### config.mk
export PLATFORM = sky130hd
export DESIGN_NAME = fifo_stream_reader
export DESIGN_NICKNAME = d
export VERILOG_FILES = /design/src/rtl/gpu_fifo_pkg.sv /design/src/rtl/fifo_out_buffer.sv /design/src/rtl/fifo_stream_reader.sv
export SDC_FILE = /design/constraint.sdc
export NUM_CORES = 1
export LEC_CHECK = 0
export BUFFER_PORTS_ARGS = -buffer_cell sky130_fd_sc_hd__buf_2
export CORE_MARGIN = 3
export CORE_UTILIZATION = 49
export CTS_CLUSTER_DIAMETER = 150
export CTS_CLUSTER_SIZE = 24
export DETAILED_ROUTE_END_ITERATION = 10
export PLACE_DENSITY = 0.77
export SLEW_MARGIN = 20
export SYNTH_ARGS = -nofsm -noshare
export SYNTH_HDL_FRONTEND = slang
export SYNTH_SLANG_ARGS = --single-unit
### constraint.sdc
create_clock -name clock -period 1.95 [get_ports clock]
set_input_delay 0 -clock clock [delete_from_list [all_inputs] [get_ports clock]]
set_output_delay 0 -clock clock [all_outputs]
set_load 0.01 [all_outputs]
### src/rtl/gpu_fifo_pkg.sv
`default_nettype none
// ============================================================================
// Package     : gpu_fifo_pkg
// Description : Shared constants, types and helpers for the FIFO stream
//               reader. These cover the output buffer depth, the transfer
//               counter width and the read-issue room check.
// Revision    : 1.0 - initial release
// ============================================================================
package gpu_fifo_pkg;

    // Depth of the output skid buffer behind the non-showahead FIFO.
    localparam int BUF_DEPTH   = 2;
    // Width of the buffer occupancy counter (holds 0..BUF_DEPTH).
    localparam int BUF_COUNT_W = 2;
    // Width of the accepted-transfer counter.
    localparam int OUT_COUNT_W = 32;

    localparam logic [BUF_COUNT_W-1:0] BUF_EMPTY = '0;
    localparam logic [BUF_COUNT_W-1:0] BUF_FULL  = BUF_COUNT_W'(BUF_DEPTH);

    typedef logic [BUF_COUNT_W-1:0] buf_count_t;

    // True when a word read now is guaranteed a slot on arrival. Slots are
    // committed by buffered words and by the read already in flight; a pop
    // this cycle frees one slot.
    function automatic logic room_for_read(
        input buf_count_t count,
        input logic       inflight,
        input logic       pop
    );
        logic [2:0] committed;
        committed = {1'b0, count} + {2'b00, inflight};
        return committed < (3'(BUF_DEPTH) + {2'b00, pop});
    endfunction

endpackage
`default_nettype wire

### src/rtl/fifo_out_buffer.sv
`default_nettype none
// ============================================================================
// Module      : fifo_out_buffer
// Description : Two-entry in-order output buffer. Entry 0 is always the
//               head, so the head register never moves while no pop occurs.
//               A clear overrides any push or pop that happens in the same
//               cycle.
// Revision    : 1.0 - initial release
// ============================================================================
module fifo_out_buffer
    import gpu_fifo_pkg::*;
#(
    parameter int lpm_width = 32
) (
    input  logic                   clk,
    input  logic                   rst_n,
    input  logic                   push,
    input  logic [lpm_width-1:0]   push_data,
    input  logic                   pop,
    input  logic                   clear,
    output logic [lpm_width-1:0]   head,
    output logic [BUF_COUNT_W-1:0] count
);

    logic [lpm_width-1:0]   entry0_q, entry0_d;
    logic [lpm_width-1:0]   entry1_q, entry1_d;
    logic [BUF_COUNT_W-1:0] count_q,  count_d;
    logic                   do_pop;

    // Next-state for the two entries and the occupancy, keeping FIFO order.
    always_comb begin
        entry0_d = entry0_q;
        entry1_d = entry1_q;
        count_d  = count_q;
        do_pop   = pop && (count_q != BUF_EMPTY);

        if (clear) begin
            count_d = BUF_EMPTY;
        end else begin
            case ({push, do_pop})
                2'b10: begin
                    // A push into a full buffer cannot happen when reads are
                    // issued against free room, so it is simply ignored.
                    if (count_q == BUF_EMPTY) begin
                        entry0_d = push_data;
                        count_d  = count_q + BUF_COUNT_W'(1);
                    end else if (count_q != BUF_FULL) begin
                        entry1_d = push_data;
                        count_d  = count_q + BUF_COUNT_W'(1);
                    end
                end
                2'b01: begin
                    entry0_d = entry1_q;
                    count_d  = count_q - BUF_COUNT_W'(1);
                end
                2'b11: begin
                    // Occupancy is unchanged; the new word goes behind
                    // whatever remains after the head leaves.
                    if (count_q == BUF_COUNT_W'(1)) begin
                        entry0_d = push_data;
                    end else begin
                        entry0_d = entry1_q;
                        entry1_d = push_data;
                    end
                end
                default: begin
                end
            endcase
        end
    end

    // Storage and occupancy registers, cleared asynchronously.
    always_ff @(posedge clk or negedge rst_n) begin
        if (!rst_n) begin
            entry0_q <= '0;
            entry1_q <= '0;
            count_q  <= BUF_EMPTY;
        end else begin
            entry0_q <= entry0_d;
            entry1_q <= entry1_d;
            count_q  <= count_d;
        end
    end

    assign head  = entry0_q;
    assign count = count_q;

endmodule
`default_nettype wire

### src/rtl/fifo_stream_reader.sv
`default_nettype none
// ============================================================================
// Module      : fifo_stream_reader
// Description : Drains a non-showahead FIFO into a valid/ready stream. Reads
//               are issued only when the word returning next cycle is sure
//               of a buffer slot. This gives one word per cycle under full
//               throughput and at most two words held under back-pressure.
// Revision    : 1.0 - initial release
// ============================================================================
module fifo_stream_reader
    import gpu_fifo_pkg::*;
#(
    parameter int lpm_width  = 32,
    parameter int lpm_widthu = 4
) (
    input  logic                   clock,
    input  logic                   reset_n,
    input  logic [lpm_width-1:0]   fifo_q,
    input  logic                   fifo_empty,
    input  logic [lpm_widthu-1:0]  fifo_usedw,
    output logic                   fifo_rdreq,
    output logic                   fifo_sclr,
    input  logic                   flush,
    output logic [lpm_width-1:0]   out_data,
    output logic                   out_valid,
    input  logic                   out_ready,
    output logic [OUT_COUNT_W-1:0] out_count
);

    logic                   inflight_q, inflight_d;
    logic [OUT_COUNT_W-1:0] out_count_q, out_count_d;
    logic [BUF_COUNT_W-1:0] buf_count;
    logic                   pop;
    logic                   rdreq;
    logic                   buf_push;

    // The fill level is informational only; fold it so it is visibly consumed.
    logic unused_usedw;
    assign unused_usedw = ^fifo_usedw;

    // Read issue, in-flight tracking and transfer counting.
    always_comb begin
        pop         = (buf_count != BUF_EMPTY) && out_ready;
        // Gating with reset_n keeps the request low while reset is held.
        rdreq       = reset_n && !fifo_empty && !flush
                      && room_for_read(buf_count, inflight_q, pop);
        inflight_d  = rdreq;
        out_count_d = out_count_q;
        if (flush) begin
            out_count_d = '0;
        end else if (pop) begin
            out_count_d = out_count_q + OUT_COUNT_W'(1);
        end
    end

    // In-flight flag and transfer counter registers.
    always_ff @(posedge clock or negedge reset_n) begin
        if (!reset_n) begin
            inflight_q  <= 1'b0;
            out_count_q <= '0;
        end else begin
            inflight_q  <= inflight_d;
            out_count_q <= out_count_d;
        end
    end

    // A word returning during a flush belongs to the discarded stream.
    assign buf_push = inflight_q && !flush;

    fifo_out_buffer #(
        .lpm_width (lpm_width)
    ) u_buf (
        .clk       (clock),
        .rst_n     (reset_n),
        .push      (buf_push),
        .push_data (fifo_q),
        .pop       (pop),
        .clear     (flush),
        .head      (out_data),
        .count     (buf_count)
    );

    assign out_valid  = (buf_count != BUF_EMPTY);
    assign fifo_rdreq = rdreq;
    assign fifo_sclr  = reset_n && flush;
    assign out_count  = out_count_q;

endmodule
`default_nettype wire

# Word-level counts from Yosys, hierarchy flattened

Index checks and enable logic that the tools add are counted.

$add $sub $neg: 5
Magnitude comparators: 1
Equal/unequal tests: 10
Mux-type cells: 13
Bitwise operators: 1
Reduce and logical (&&, ||, !) cells: 18

Operators by type and width:

| operator                | count |
|---|---|
| $mux W32                | 7 |
| $pmux W32 S3            | 1 |
| $pmux W32 S2            | 1 |
| $add A32 B1 Y32 const B | 1 |
| $logic_and A1 B1 Y1     | 7 |
| $mux W2                 | 3 |
| $ne A2 B2 Y1 const B    | 3 |
| $reduce_bool A2 Y1      | 3 |
| $reduce_bool A3 Y1      | 2 |
| $reduce_and A5 Y1       | 1 |
| $eq A2 B1 Y1 const B    | 2 |
| $eq A2 B2 Y1 const B    | 2 |
| $ne A2 B1 Y1 const B    | 2 |
| $ne A4 B2 Y1 const B    | 1 |
| $pmux W2 S2             | 1 |
| $add A2 B1 Y3           | 1 |
| $add A2 B1 Y3 const A   | 1 |
| $lt A3 B3 Y1            | 1 |
| $reduce_and A3 Y1       | 1 |
| $add A2 B1 Y2 const B   | 1 |
| $logic_not A1 Y1        | 2 |
| $logic_not A2 Y1        | 1 |
| $reduce_and A2 Y1       | 1 |
| $sub A2 B1 Y2 const B   | 1 |
| $not A1 Y1              | 1 |

Flip-flop bits (word level): 99
Output and inout bits: 67
Logic and storage cells: 53

# Longest topological paths before layout

Gate-level depths: netlist (run 1).

Depth after elaboration: 6
Mapped depth: 9

# Cells and area by module

From an unflattened synthesis (run 1), not the netlist that was laid out.

Cell total of the unflattened synthesis: 466
Area total of the unflattened synthesis: 5078.6 sq um

Modules (own cells, without submodules):

| module             | instances | cells each | area an instance (sq um) |
|---|---|---|---|
| fifo_out_buffer    | 1         | 276        | 3290.7 |
| fifo_stream_reader | 1         | 190        | 1788.0 |

# Worst setup path before layout (run 1)

OpenSTA, ideal clock, no wires.

Path type: flip-flop to flip-flop
Start point: register out_count_q[4] (netlist: out_count[4])
End point: register out_count_q[29] (netlist: out_count[29])
Setup time: 78 ps
Data arrival time: 2043 ps
Required time: 1872 ps
Path slack: -171 ps
Stages on the path, launching flop included: 7
Buffers on the path: 2
Clock period less this slack: 2121 ps
Cells stage by stage: dfrtp_1 > nand4_4 > or4_4 > buf_6 > buf_6 > or4_1 > a21oi_1

Longest elaborated chain between the ends: 3

RTL lines:

| element                | RTL line                 | RTL |
|---|---|---|
| start, declared        | fifo_stream_reader.sv:31 | `logic [OUT_COUNT_W-1:0] out_count_q, out_count_d;` |
| start signal, assigned | fifo_stream_reader.sv:63 | `out_count_q <= out_count_d;` |
| $add A32 B1 Y32        | fifo_stream_reader.sv:52 | `out_count_d = out_count_q + OUT_COUNT_W'(1);` |
| $mux W32               | fifo_stream_reader.sv:51 | `end else if (pop) begin` |
| $mux W32               | fifo_stream_reader.sv:49 | `if (flush) begin` |

No other way between the ends. The select of a mux whose other input is x is not followed.
A chain may end at the register's enable or synchronous reset.

# Final worst setup path (run 1)

Start point: register out_count_q[8] (netlist: out_count[8])
End point: register out_count_q[20] (netlist: out_count[20])

The elaborated chain is that of the path after synthesis.

==> results of run 1 <==
[layout make-up]
type | instances | area share
clock buffer | 9 | 0.0195
clock inverter | 6 | 0.0177
inverter | 5 | 0.00295
multi-input combinational | 297 | 0.340
sequential | 99 | 0.391
tap | 126 | 0.0248
timing repair buffer | 178 | 0.204
[registers in the layout (all words and copies together) (netlist names)]
signal          count
out_count          32
u_buf.count         2
u_buf.entry1_q     32
inflight_q          1
u_buf.head         32
[critical path: stages (launching register included)]
cell	delay, ps
dfrtp_2	370
nand4_1	110
buf_4	170
or4_4	580
or4_1	490
a21oi_1	150
[worst max-delay path by stage]
| stage | end | startpoint |
|---|---|---|
| finish | out_count[20] | out_count[8] |
| detailed placement | out_count[22] | u_buf.count[0] |
| global route | out_count[11] | u_buf.count[0] |
| global placement | out_count[24] | u_buf.count[0] |
| floorplan | out_count[29] | out_count[10] |
| CTS | out_count[22] | out_count[16] |
[synthesized netlist by cell type, drive strengths merged (3+ instances only)]
cell type	number
mux2i	34
nor2	49
xnor2	8
mux2	34
clkbuf	19
a21oi	52
buf	6
xor2	4
and4	6
nand4	10
inv	5
ha	6
o21ai	5
nor3	3
or3	4
nand3	13
nand2	17
or4	13
dfrtp	99
nor2b	3
nor4	5
o31ai	12
[kinds of logic after synthesis]
logic type               synth area share
multiplexers                        0.155
buffers and inverters              0.0282
AND/OR/NAND/NOR                     0.156
XOR/XNOR                           0.0226
AO/OA/AOI/OAI                      0.0898
adder cells (fa/ha/maj)            0.0161
flip-flops                          0.532
[layer usage]
metal	wire, µm	track usage	up-vias
met5	0	0	-
met4	146	0.0578	0
met3	743	0.0543	14
met2	6100	0.354	135
met1	5380	0.293	1964
li1	-	-	1869
[power groups by stage]
stage | combinational, mW | sequential (mW) | clock (mW)
finish | 2.40 | 3.06 | 1.57
floorplan | 1.20 | 3.19 | 0
global route | 2.64 | 3.13 | 1.67
detailed placement | 2.17 | 3.08 | 0
global placement | 2.06 | 3.05 | 0
CTS | 2.23 | 3.05 | 1.60
[repair_timing]
item                                    4_1_cts  5_1_grt
hold endpoints to repair                    164        0
setup buffers                                 0        4
gates cloned                                  0        6
pin swaps                                     0       10
hold buffers                                 34        0
resized for setup                             3       17
endpoints found under the setup margin        7       52
==> results_dict.tcl, run 1 <==
set metrics [dict create \
    outcome "completed" \
    r2r_slack_ps 20 \
    p_comb_frac 0.342 \
    yosys.area.top_type_share 0.532 \
    vias_per_cell 5.53 \
    clkSinkCount 99 \
    htreeDepth 3 \
    wl_per_cell_um 17.2 \
    hp-class "input pin to asynchronous set/reset pin" \
    antenna_found_initial 0 \
    async_flop_share 1.00 \
    p_leak_nw 3.08 \
    io_buffers 103 \
    insertion_delay_ps 360 \
    maxSlewViolCount 0 \
    dpl.hpwl_mm 7.38 \
    syn2layout_area_growth_pct 36.5 \
    die_h_um 103 \
    clkSlewWorstSetupHoldPaths_ps 100 \
    hold_viol 0 \
    cts.path.max_buffers 2 \
    tritoncts "yes" \
    antennaDiodeCount 0 \
    critPathKind "flop to flop" \
    cap_violations 0 \
    sequentialPowerShare 0.435 \
    critical_path_required_ps 2230 \
    cp_max_fo 7 \
    stdcell_count 720 \
    grt_first_pass_wirelength_mm 18.3 \
    netlist_area_um2 4650 \
    ys_ff_latch 99 \
    stdcell_area_um2 6350 \
    fin_hold_ws_ps 38.6 \
    arrival_ps 2210 \
    fin_setup_tns_ps 0 \
    nNetsFinal 637 \
    dp.cells 661 \
    die_x_um 103 \
    pre_cts_ws_ps -15.5 \
    worst_pin_slew_ps 372 \
    worst_ir_drop_vdd_v 0.000755 \
    synthFlopType "dfrtp_1" \
    internal_power_mw 4.75 \
    grt.overflow.total 0 \
    most-common-layout-cells "buf_2, dfrtp_1, nor2_1, a21oi_1" \
    cts-root-buf "clkbuf_8" \
    ys_seq_area_frac 0.532 \
    drtIter0Drc 161 \
    synth_enable_flop_cells 0 \
    multiInputGateArea_um2 2160 \
    fp.coreArea_um2 8980 \
    io_pins 108 \
    synthCells 424 \
    yosysWarnings 0 \
    layout_commonest_cell "buf_2" \
    ant_nets 0 \
    cp-end-kind "flop" \
    rsz0062_at_grt "true" \
    syn_avg_cell_area_um2 11.0 \
    synth_cell_type_count 38 \
    r2r-start "out_count[8]" \
    yosys.area.top_type "dfrtp_1" \
    track_usage 0.218 \
    setup_violations 0 \
    powerDensity_nw_per_um2 1110 \
    initial_core_util 0.519 \
    relSlewSlack 0.752 \
    drive_above_1_share 0.375 \
    startpoint_type "flop" \
    seqCellArea_um2 2480 \
    grt_pass1_vias 3889 \
    totalWireLength_mm 12.4 \
    die_area_um2 10700 \
    finalCriticalPeriod_ps 1930 \
    syn_nets 471 \
    fin_skew_ps 11.0 \
    num-fill-cells 639 \
    cts_inserted_buffers 9 \
    fmax_mhz 518 \
    vias 3982 \
    rows 34 \
    layout_setup_ws_ps 20.0 \
    grt_max_degree 67 \
    fin_crit_sh 0.990 \
    netlist_top_cells_area "dfrtp_1, mux2_2, mux2i_1" \
    post-route-util 0.708 \
    r2r_end "out_count[20]" \
    placed_area_um2 5550 \
    r2r_cells 5 \
    power_switching_mw 2.29 \
    drc 0 \
    finalPower_mw 7.04 \
    routabilityCongestion 0.860 \
    swShare 0.326 \
    clkPwrFrac 0.223 \
    first_pass_iters 5 \
]
Power figures use the tool's default switching activity.
==> run 2, diff against run 1 <==
- BUFFER_PORTS_ARGS: -buffer_cell sky130_fd_sc_hd__buf_2 -> -buffer_cell sky130_fd_sc_hd__buf_4
==> results_dict.tcl, run 2 (synthesis gave the netlist of run 1 again) <==
set metrics [dict create \
    syn2layout_area_growth_pct 41.0 \
    totalWireLength_mm 12.6 \
    most-common-layout-cells "buf_4, dfrtp_1, nor2_1, a21oi_1, dlygate4sd3_1" \
    fin_skew_ps 15.6 \
    fmax_mhz 493 \
    multiInputGateArea_um2 2160 \
    worst_ir_drop_vdd_v 0.000754 \
    seqCellArea_um2 2480 \
    finalPower_mw 6.99 \
    dpl.hpwl_mm 7.44 \
    clkSlewWorstSetupHoldPaths_ps 100 \
    track_usage 0.219 \
    cts.path.max_buffers 2 \
    r2r_cells 5 \
    critical_path_required_ps 2240 \
    cts_inserted_buffers 9 \
    layout_commonest_cell "buf_4" \
    io_buffers 103 \
    grt_pass1_vias 4048 \
    rsz0062_at_grt "true" \
    grt.overflow.total 0 \
    nNetsFinal 640 \
    hp-class "input pin to flop" \
    die_area_um2 10700 \
    stdcell_count 724 \
    hold_viol 0 \
    htreeDepth 3 \
    cts-root-buf "clkbuf_8" \
    powerDensity_nw_per_um2 1070 \
    slowest_delay_ps 510 \
    post-route-util 0.731 \
    ant_nets 0 \
    grt_max_degree 65 \
    fp.coreArea_um2 8980 \
    worst_pin_slew_ps 671 \
    crit_path_start "out_count[0]" \
    drc 0 \
    die_x_um 103 \
    routabilityCongestion 0.815 \
    die_h_um 103 \
    cap_violations 0 \
    io_pins 108 \
    rows 34 \
    tritoncts "yes" \
    antenna_found_initial 0 \
    cp.depth 5 \
    antennaDiodeCount 0 \
    drtIter0Drc 135 \
    hold_path_depth 3 \
    maxSlewViolCount 0 \
    initial_core_util 0.519 \
    fin_setup_tns_ps -85.9 \
    arrival_ps 2320 \
    num-fill-cells 617 \
    critPathKind "flop to flop" \
    first_pass_iters 5 \
    startpoint_type "flop" \
    vias 4049 \
    wl_per_cell_um 17.3 \
    slowest_stage "or4b_4" \
    pre_cts_ws_ps 26.4 \
    layout_setup_ws_ps -78.7 \
    relSlewSlack 0.553 \
    cp_top_family "simple AND/OR/NAND/NOR gates" \
    p_leak_nw 3.12 \
    finalCriticalPeriod_ps 2030 \
    dp.cells 665 \
    vias_per_cell 5.59 \
    grt_first_pass_wirelength_mm 18.7 \
    path_cells "ha_2 -> nand4_1 -> nor4_2 -> or4b_4 -> a21oi_2" \
    insertion_delay_ps 370 \
    outcome "finished, violations left" \
    setup_violations 2 \
    violations "setup timing" \
    cp_max_fo 5 \
    fin_crit_sh 1.04 \
    cp-end-kind "flop" \
    r2r-start "out_count[0]" \
    path_buf_inv 0 \
    clkSinkCount 99 \
    hold_start "out_ready" \
    drive_above_1_share 0.381 \
]
-- run 2: metrics by stage --
stage | hold slack, ps | area, µm²
floorplan | -296 | 4690
finish | 65.8 | 6560
CTS | 83.5 | 6360
global placement | 164 | 5810
detailed placement | 170 | 5810
global route | 81.1 | 6560
-- run 2: worst paths after layout --
kind | endpoint | slack [ps]
setup / recovery | out_count[28] | -80
max in group asynchronous | out_count[7] | 1130
min in group asynchronous | out_count[20] | 280
setup reg to reg | out_count[28] | -80
hold / removal | u_buf.count[1] | 70
hold reg to reg | u_buf.entry1_q[16] | 520
-- run 2: power by group --
group / switching (mW) / total (mW) / internal, mW
clock: 0.807 / 1.31 / 0.500
sequential: 0.385 / 3.08 / 2.70
combinational: 1.19 / 2.60 / 1.40
-- run 2: cell type report --
class / instances / share of cell area
sequential: 99 / 0.379
multi-input combinational: 297 / 0.330
timing repair buffer: 181 / 0.235
tap: 126 / 0.0240
clock buffer: 9 / 0.0189
clock inverter: 7 / 0.0107
inverter: 5 / 0.00286
-- run 2: what timing repair did --
| action | CTS | global route |
|---|---|---|
| endpoints found under the setup margin | 0 | 53 |
| resized for setup | 0 | 22 |
| buffers inserted | 0 | 2 |
| endpoints found under the hold margin | 178 | 0 |
| hold buffers | 35 | 0 |
-- run 2: layer usage --
layer	global-route usage	vias to the layer above	wire, µm
li1	-	1882	-
met1	0.279	2010	5140
met2	0.373	136	6380
met3	0.0503	21	833
met4	0.0677	0	198
met5	0	-	0
-- run 2: worst reg2reg max path, delay by kind of cell, from the launching register on --
kind	cells	cell delay [ps]
AOI/OAI and AO/OA	1	170
adders and majority gates	1	280
and+or+nand+nor	3	1030
DFF	1	470
==> run 3, diff against run 2 <==
- CORE_ASPECT_RATIO: default -> 0.9
- GPL_TIMING_DRIVEN: default -> 0
==> results_dict.tcl, run 3 (synthesis gave the netlist of run 1 again) <==
set metrics [dict create \
    outcome "finished, violations left" \
    violations "setup timing" \
    drive_above_1_share 0.412 \
    grt.busiest_layer "met2" \
    grt_pass1_vias 3993 \
    syn2layout_area_growth_pct 42.8 \
    slowest_delay_ps 630 \
    layout_commonest_cell "buf_4" \
    worst_ir_drop_vdd_v 0.000771 \
    setup_violations 14 \
    layout_setup_ws_ps -89.6 \
    grt.overflow.total 0 \
    drc 0 \
    dpl.hpwl_mm 7.71 \
    clkSinkCount 99 \
    finalCriticalPeriod_ps 2040 \
    hold_start "out_ready" \
    totalWireLength_mm 12.4 \
    nNetsFinal 644 \
    maxSlewViolCount 0 \
    cp-end-kind "flop" \
    wl_per_cell_um 17.1 \
    startpoint_type "flop" \
    htreeDepth 3 \
    cts_inserted_buffers 9 \
    cts-root-buf "clkbuf_8" \
    grt_first_pass_wirelength_mm 19.3 \
    antennaDiodeCount 0 \
    die_area_um2 10700 \
    antenna_found_initial 0 \
    tritoncts "yes" \
    vias 4053 \
    grt_use_met3 0.0570 \
    io_buffers 103 \
    stdcell_count 724 \
    vias_per_cell 5.60 \
    initial_core_util 0.508 \
    fp.coreArea_um2 9170 \
    relSlewSlack 0.398 \
    cp_max_fo 6 \
    routabilityCongestion 0.883 \
    ant_nets 0 \
    most-common-layout-cells "buf_4, dfrtp_1, nor2_1, a21oi_1, dlygate4sd3_1" \
    cts.path.max_buffers 2 \
    die_x_um 109 \
    r2r-start "out_count[10]" \
    powerDensity_nw_per_um2 1030 \
    drtIter0Drc 210 \
    arrival_ps 2330 \
    first_pass_iters 4 \
    rsz0062_at_grt "true" \
    io_pins 108 \
    p_leak_nw 3.12 \
    grt_max_degree 102 \
    clkSlewWorstSetupHoldPaths_ps 100 \
    rows 33 \
    fin_skew_ps 14.1 \
    critPathKind "flop to flop" \
    finalPower_mw 6.87 \
    hold_viol 0 \
    met2_usage 0.371 \
    hp-class "input pin to flop" \
    dp.cells 649 \
    critical_path_required_ps 2240 \
    worst_pin_slew_ps 903 \
    fin_crit_sh 1.05 \
    slowest_stage "or4_4" \
    path_cells "nand4_1 -> or4_4 -> buf_6 -> or4_4 -> a21oi_2" \
    fmax_mhz 490 \
    crit_top_cell "or4_4" \
    stdcell_area_um2 6650 \
    die_h_um 98.5 \
    grt_use_met1 0.298 \
    insertion_delay_ps 370 \
    crit_path_start "out_count[10]" \
    track_usage 0.224 \
    placed_area_um2 5620 \
    cap_violations 0 \
]
-- run 3: changes by cell type in the layout (fill, tap and decap cells not counted), moves of 4 or more --
cell / delta
clkbuf_2: +5
buf_6: +6
buf_4: -13
o31ai_2: +4
clkbuf_1: +4
a21oi_1: -7
o31ai_4: +6
o31ai_1: -10
a21oi_2: +7
-- run 3: report_power, final --
| part | internal, mW | total, mW | switching, mW |
|---|---|---|---|
| logic | 1.33 | 2.49 | 1.16 |
| registers | 2.70 | 3.09 | 0.391 |
| clock network | 0.528 | 1.29 | 0.759 |
| total | 4.56 | 6.87 | 2.31 |
-- run 3: cell type report --
class | instances | area (µm²)
well taps | 122 | 153
flip-flops and latches | 99 | 2490
multi-input cells | 296 | 2300
inverters | 5 | 18.8
plain buffers | 22 | 164
clock inverters | 6 | 57.6
clock buffers | 10 | 138
fillers | 638 | 2520
repair buffers | 164 | 1330
-- run 3: layer usage --
layer	part of all wire	wire length [µm]
met5	0	0
met4	0.0090	111
met3	0.068	838
met2	0.51	6320
met1	0.41	5100
-- run 3: worst max-delay path, delay by kind of cell (launching register included) --
family                 cells  cell delay, ps
buffers and inverters      1             170
AND/OR/NAND/NOR            3            1300
flip-flops                 1             370
AO/OA/AOI/OAI              1             130
-- run 3: metrics by stage --
step                      setup WS, ps  hold slack [ps]  utilization  TNS, ps
after floorplan                  -83.9             -296            -     -168
after global placement            -516              243        0.613   -21320
after detailed placement          -588              168        0.613   -24200
after CTS                        -68.7             90.2        0.693     -244
after global routing              -137              143        0.725    -1410
final                            -89.6              101        0.725     -618
-- run 3: worst paths after layout --
kind / end / slack [ps] / depth (start not counted)
worst max register to register: out_count[29] / -90 / 5
worst min-delay path: out_count[1] / 100 / 4
worst min register to register: u_buf.entry1_q[22] / 520 / 1
max in group asynchronous: out_count[5] / 1010 / 2
min in group asynchronous: out_count[28] / 270 / 2
worst max-delay path: out_count[29] / -90 / 5
-- run 3: what timing repair did --
item	4_1_cts	5_1_grt
setup buffers	14	11
gates cloned	0	2
hold buffers	35	0
endpoints found under the setup margin	80	79
resized for setup	27	53
pin swaps	3	14
endpoints found under the hold margin	164	0
